$ cat config.mk
export PLATFORM = sky130hd
export DESIGN_NAME = spi_byte_receiver_flat
export DESIGN_NICKNAME = d
export VERILOG_FILES = /design/src/rtl/spi_byte_receiver_if.sv /design/src/rtl/spi_byte_receiver.sv /design/src/flat_wrapper.sv
export SDC_FILE = /design/constraint.sdc
export NUM_CORES = 1
export LEC_CHECK = 0
export CAP_MARGIN = 5
export CELL_PAD_IN_SITES_DETAIL_PLACEMENT = 1
export CELL_PAD_IN_SITES_GLOBAL_PLACEMENT = 2
export CORE_ASPECT_RATIO = 0.5
export CORE_MARGIN = 2
export CORE_UTILIZATION = 37
export CTS_CLUSTER_DIAMETER = 60
export DETAILED_ROUTE_END_ITERATION = 8
export PLACE_DENSITY_LB_ADDON = 0.1
export SYNTH_ARGS = -nofsm -noshare
export SYNTH_HDL_FRONTEND = slang
export SYNTH_SLANG_ARGS = --single-unit
$ cat constraint.sdc
create_clock -name clk -period 2.82 [get_ports clk]
set_input_delay 0.705 -clock clk [delete_from_list [all_inputs] [get_ports clk]]
set_output_delay 0.705 -clock clk [all_outputs]
set_load 0.01 [all_outputs]
$ cat src/rtl/spi_byte_receiver_if.sv
// Byte stream handshake between spi_byte_receiver and its consumer.
// The master drives data/valid and the slave answers with ready.
interface spi_byte_receiver_if;
  logic [7:0] rx_data;
  logic       rx_valid;
  logic       rx_ready;

  modport master (
    output rx_data,
    output rx_valid,
    input  rx_ready
  );

  modport slave (
    input  rx_data,
    input  rx_valid,
    output rx_ready
  );
endinterface

$ cat src/rtl/spi_byte_receiver.sv
// Load-framed serial byte receiver with clk-domain oversampling,
// a small byte FIFO and frame/overflow status reporting.
module spi_byte_receiver #(
  parameter int DEPTH       = 4,
  parameter int SYNC_STAGES = 2
) (
  input  logic                clk,
  input  logic                reset,
  input  logic                sck,
  input  logic                sdi,
  input  logic                load,
  spi_byte_receiver_if.master rx,
  output logic                frame_done,
  output logic                partial_err,
  output logic                overflow,
  output logic [7:0]          byte_count
);

  localparam int AW = $clog2(DEPTH);
  localparam logic [AW:0] FULL = (AW + 1)'(DEPTH);

  typedef enum logic {
    S_IDLE,
    S_RECV
  } state_t;

  logic [SYNC_STAGES-1:0] r_sck_sync;
  logic [SYNC_STAGES-1:0] r_sdi_sync;
  logic [SYNC_STAGES-1:0] r_load_sync;
  logic                   r_sck_d;

  state_t     r_state;
  logic [7:0] r_shift;
  logic [2:0] r_bit_cnt;
  logic [7:0] r_byte_cnt;
  logic       r_frame_done;
  logic       r_partial;

  logic [7:0]    r_mem [DEPTH];
  logic [AW-1:0] r_wptr;
  logic [AW-1:0] r_rptr;
  logic [AW:0]   r_count;
  logic [7:0]    r_last;
  logic          r_overflow;

  logic       w_sck_s;
  logic       w_sdi_s;
  logic       w_load_s;
  logic       w_rise;
  logic [7:0] w_byte;
  logic       w_push;
  logic       w_pop;
  logic       w_full;
  logic       w_empty;
  logic       w_wr;

  assign w_sck_s  = r_sck_sync[SYNC_STAGES-1];
  assign w_sdi_s  = r_sdi_sync[SYNC_STAGES-1];
  assign w_load_s = r_load_sync[SYNC_STAGES-1];
  assign w_rise   = w_sck_s & ~r_sck_d;
  assign w_byte   = {r_shift[6:0], w_sdi_s};

  assign w_push = (r_state == S_RECV) & w_load_s
                & w_rise & (r_bit_cnt == 3'd7);
  assign w_empty = (r_count == '0);
  assign w_full  = (r_count == FULL);
  assign w_pop   = ~w_empty & rx.rx_ready;
  // A full FIFO still accepts a byte when the head leaves this cycle.
  assign w_wr    = w_push & (~w_full | w_pop);

  always_ff @(posedge clk or posedge reset) begin
    if (reset) begin
      r_sck_sync  <= '0;
      r_sdi_sync  <= '0;
      r_load_sync <= '0;
      r_sck_d     <= 1'b0;
    end else begin
      r_sck_sync  <= {r_sck_sync[SYNC_STAGES-2:0], sck};
      r_sdi_sync  <= {r_sdi_sync[SYNC_STAGES-2:0], sdi};
      r_load_sync <= {r_load_sync[SYNC_STAGES-2:0], load};
      r_sck_d     <= w_sck_s;
    end
  end

  always_ff @(posedge clk or posedge reset) begin
    if (reset) begin
      r_state      <= S_IDLE;
      r_shift      <= '0;
      r_bit_cnt    <= '0;
      r_byte_cnt   <= '0;
      r_frame_done <= 1'b0;
      r_partial    <= 1'b0;
    end else begin
      r_frame_done <= 1'b0;
      r_partial    <= 1'b0;
      unique case (r_state)
        S_IDLE: begin
          if (w_load_s) begin
            r_state    <= S_RECV;
            r_shift    <= '0;
            r_bit_cnt  <= '0;
            r_byte_cnt <= '0;
          end
        end
        S_RECV: begin
          if (!w_load_s) begin
            r_state      <= S_IDLE;
            r_frame_done <= 1'b1;
            r_partial    <= (r_bit_cnt != 3'd0);
          end else if (w_rise) begin
            r_shift   <= w_byte;
            r_bit_cnt <= r_bit_cnt + 3'd1;
            if (r_bit_cnt == 3'd7 && r_byte_cnt != 8'hFF)
              r_byte_cnt <= r_byte_cnt + 8'd1;
          end
        end
        default: r_state <= S_IDLE;
      endcase
    end
  end

  always_ff @(posedge clk or posedge reset) begin
    if (reset) begin
      for (int i = 0; i < DEPTH; i++)
        r_mem[i] <= '0;
      r_wptr     <= '0;
      r_rptr     <= '0;
      r_count    <= '0;
      r_last     <= '0;
      r_overflow <= 1'b0;
    end else begin
      if (w_wr) begin
        r_mem[r_wptr] <= w_byte;
        r_wptr        <= r_wptr + 1'b1;
      end
      if (w_push && !w_wr)
        r_overflow <= 1'b1;
      if (w_pop) begin
        r_rptr <= r_rptr + 1'b1;
        r_last <= r_mem[r_rptr];
      end
      unique case ({w_wr, w_pop})
        2'b10:   r_count <= r_count + 1'b1;
        2'b01:   r_count <= r_count - 1'b1;
        default: r_count <= r_count;
      endcase
    end
  end

  // Once empty, keep showing the last byte handed out.
  assign rx.rx_data  = w_empty ? r_last : r_mem[r_rptr];
  assign rx.rx_valid = ~w_empty;
  assign frame_done  = r_frame_done;
  assign partial_err = r_partial;
  assign overflow    = r_overflow;
  assign byte_count  = r_byte_cnt;

endmodule
$ cat src/flat_wrapper.sv
// flat-port wrapper written by rule: the top's interface ports become plain ports
module spi_byte_receiver_flat 
#(
  parameter int DEPTH       = 4,
  parameter int SYNC_STAGES = 2
)
  (clk, reset, sck, sdi, load, frame_done, partial_err, overflow, byte_count, rx_rx_data, rx_rx_valid, rx_rx_ready);
  spi_byte_receiver_if rx_i ();
  input  logic clk;
  input  logic reset;
  input  logic sck;
  input  logic sdi;
  input  logic load;
  output logic frame_done;
  output logic partial_err;
  output logic overflow;
  output logic [7:0] byte_count;
  output wire logic [$bits(rx_i.rx_data)-1:0] rx_rx_data;
  output wire logic [$bits(rx_i.rx_valid)-1:0] rx_rx_valid;
  input wire logic [$bits(rx_i.rx_ready)-1:0] rx_rx_ready;
  assign rx_rx_data = rx_i.rx_data;
  assign rx_rx_valid = rx_i.rx_valid;
  assign rx_i.rx_ready = rx_rx_ready;
  spi_byte_receiver #(.DEPTH(DEPTH), .SYNC_STAGES(SYNC_STAGES)) u_core (.clk(clk), .reset(reset), .sck(sck), .sdi(sdi), .load(load), .rx(rx_i), .frame_done(frame_done), .partial_err(partial_err), .overflow(overflow), .byte_count(byte_count));
endmodule
==> metrics <==
status=completed; VDD IR-drop max=0.399 mV; worst-skew pair later-pin latency=between 0.3 and 0.4 ns; Leak Pwr=approximately 2.1 nW; drt initial violations=~120; cts-stage hold buffer count=0; crit start category=register; per-cell routed wire length=about 18 microns; yosys warns=0; Cell Pwr Density=around 710 nW/um^2; grt ovf=0; post-place setup slack=-0.0492 ns; I/O Buffers=25; clock sinks=76; Mapped Avg Cell Area=13.6 sq um; Post-DP Area=between 3000 and 4000 sq um; final period utilization=97.1%; first-pass GRT wire length=~13 mm; clk_skew=between 0.007 and 0.008 ns; antenna cells=0; Total GRT Usage=approximately 17%; worst setup path category=reg -> out; number of fill cells=approximately 910; DR pass1 iterations=4; most common cell after layout, fill and taps aside=dfrtp_1; die width=141 microns; routability cong.=about 0.70; Remaining DRCs=0; CTS max path bufs=2; post-route core utilization=48.3%; Synth Flop Type=dfrtp_1; Worst EP arrival=approximately 2.0 ns; Slew @ Worst Pin=around 0.55 ns; drt via density=between 5 and 6; initial core utilization=between 30% and 40%; Setup violations, final=0; Critical Path RT=2.12 ns; Core Box Area=~8900 sq um; fin crit period=between 2 and 3 ns; Placement Rows=24; fin cells=422; slew margin rel.=63.3%; Synth cell types=between 40 and 50; FFs w/ async S/R, synth=100%; number of flops mapped to enable cells by yosys=0; Clk pin slew, worst setup/hold paths=approximately 0.06 ns; Final WS setup=between 0.08 and 0.09 ns; TritonCTS clock tree=built; Cells after Synth=around 260; Slew Viols, Final=0; Max Fclk=between 300 and 400 MHz; Via Count=between 2000 and 2500; placed cell count=between 400 and 500; Post-CTS Setup Bufs=0; antenna viol nets, final=0; # Max-Cap Violations=0; post-CTS sizing=6; number of nets in the layout=about 320; Critical Path Fanout Max=12; sequential area share after synthesis=54.5%; WL final=approximately 7.6 mm; post-synthesis sequential element count=76; crit end category=output pin; Syn Nets=approximately 270; Ports=26; htree depth=3; layout cells sized above 1=a little under a third; vias in the first global route=2394; antenna violations before repair=0; power after layout=between 3 and 4 mW; most frequent cells in the layout=dfrtp_1, mux2_2, clkdlybuf4s50_1; post-synthesis cell area=between 3000 and 4000 sq um; total CTS buffers=9; Hold Fails Final Rpt=0; worst hold path class=reg -> reg; Final Cell Area=4310 sq um; die area=around 10000 sq um; Root Buffer=clkbuf_16; Layout area overhead=23.5%; chip height=around 73 microns; Post-DP HPWL=5.12 mm; RSZ-0062 raised after global routing=no; largest net degree at the start of global routing=77
cell type report:
class	instances	area, sq um	share of cell area (%)
Clock buffer	10	229	5.31
Clock inverter	6	87.6	2.03
Inverter	13	48.8	1.13
Multi-Input combinational cell	161	1510	35.1
Sequential cell	76	1900	44.2
Tap cell	117	146	3.40
Timing Repair Buffer	39	383	8.89
cells in the mapped netlist (3+ instances only):
library cell / n / share of area [%]
nand2_4: 4 / 1.3
mux2i_1: 3 / 0.86
a22o_1: 7 / 1.8
inv_1: 13 / 1.4
nor3_1: 4 / 0.57
mux4_2: 8 / 5.2
o21ai_0: 6 / 0.86
xnor2_1: 4 / 1.0
dfrtp_1: 76 / 55
nand2_1: 13 / 1.4
ha_1: 8 / 2.9
clkbuf_1: 3 / 0.32
mux2_4: 4 / 1.7
a31oi_1: 8 / 1.4
mux2_2: 43 / 14
buf_2: 3 / 0.43
nor2_1: 7 / 0.75
nand3_1: 7 / 1.0
flip-flops by register name, summed over array words and instances (netlist names):
register and count:
u_core.r_state 1, u_core.overflow 1, u_core.r_sck_sync 2, u_core.r_sdi_sync 2, u_core.r_sck_d 1, u_core.r_shift 7, u_core.r_last 8, u_core.r_rptr 2
u_core.r_mem 32, u_core.partial_err 1, u_core.r_count 3, u_core.frame_done 1, u_core.r_load_sync 2, u_core.r_bit_cnt 3, u_core.r_wptr 2, u_core.byte_count 8
cells by family after synthesis:
kind of cell,after synthesis,synth area share [%]
buffers and inverters,19,2.15
AO/OA/AOI/OAI,33,6.74
flip-flops,76,54.5
multiplexers,60,22.3
adder cells (fa/ha/maj),9,3.44
XOR/XNOR,5,1.26
AND/OR/NAND/NOR,54,9.61
report_power, final:
| part | internal [mW] | total, mW | switching (mW) |
|---|---|---|---|
| Sequential | 1.13 | 1.17 | 0.0361 |
| Combinational | 0.332 | 0.673 | 0.340 |
| Clock | 0.777 | 1.23 | 0.456 |
| Total | 2.24 | 3.07 | 0.832 |
path summary, 6_finish.rpt:
kind / start / endpoint / slack (ns) / depth (start not counted)
worst max-delay path: u_core.r_count[0] / rx_rx_data[0] / 0.08 / 4
worst min-delay path: u_core.r_sdi_sync[0] / u_core.r_sdi_sync[1] / 0.35 / 0
worst max register to register: u_core.r_bit_cnt[0] / u_core.r_count[2] / 0.24 / 9
worst min register to register: u_core.r_sdi_sync[0] / u_core.r_sdi_sync[1] / 0.35 / 0
max in group asynchronous: reset / u_core.r_rptr[1] / 1.71 / 3
min in group asynchronous: reset / u_core.r_last[6] / 0.79 / 3
routing by layer:
layer / wire, microns / track usage [%] / vias to the layer above
met3: 271 / 4.40 / 9
met2: 3660 / 27.6 / 31
met4: 74 / 4.44 / 0
met1: 3590 / 21.8 / 1147
li1: - / - / 1022
met5: 0 / 0 / -
critical path, stage by stage, from the launching register on:
cell and delay, ns:
dfrtp_1 0.37, or3_1 0.41, buf_12 0.17, mux2_2 0.22
clkdlybuf4s50_1 0.52
through the flow:
stage | hold WS, ns | TNS [ns]
2_1_floorplan | 0.331 | 0
3_3_place_gp | 0.335 | 0
3_5_place_dp | 0.337 | -0.0492
4_1_cts | 0.352 | 0
5_1_grt | 0.355 | 0
6_report | 0.349 | 0
Note: power is estimated with default switching activity, not from simulation.
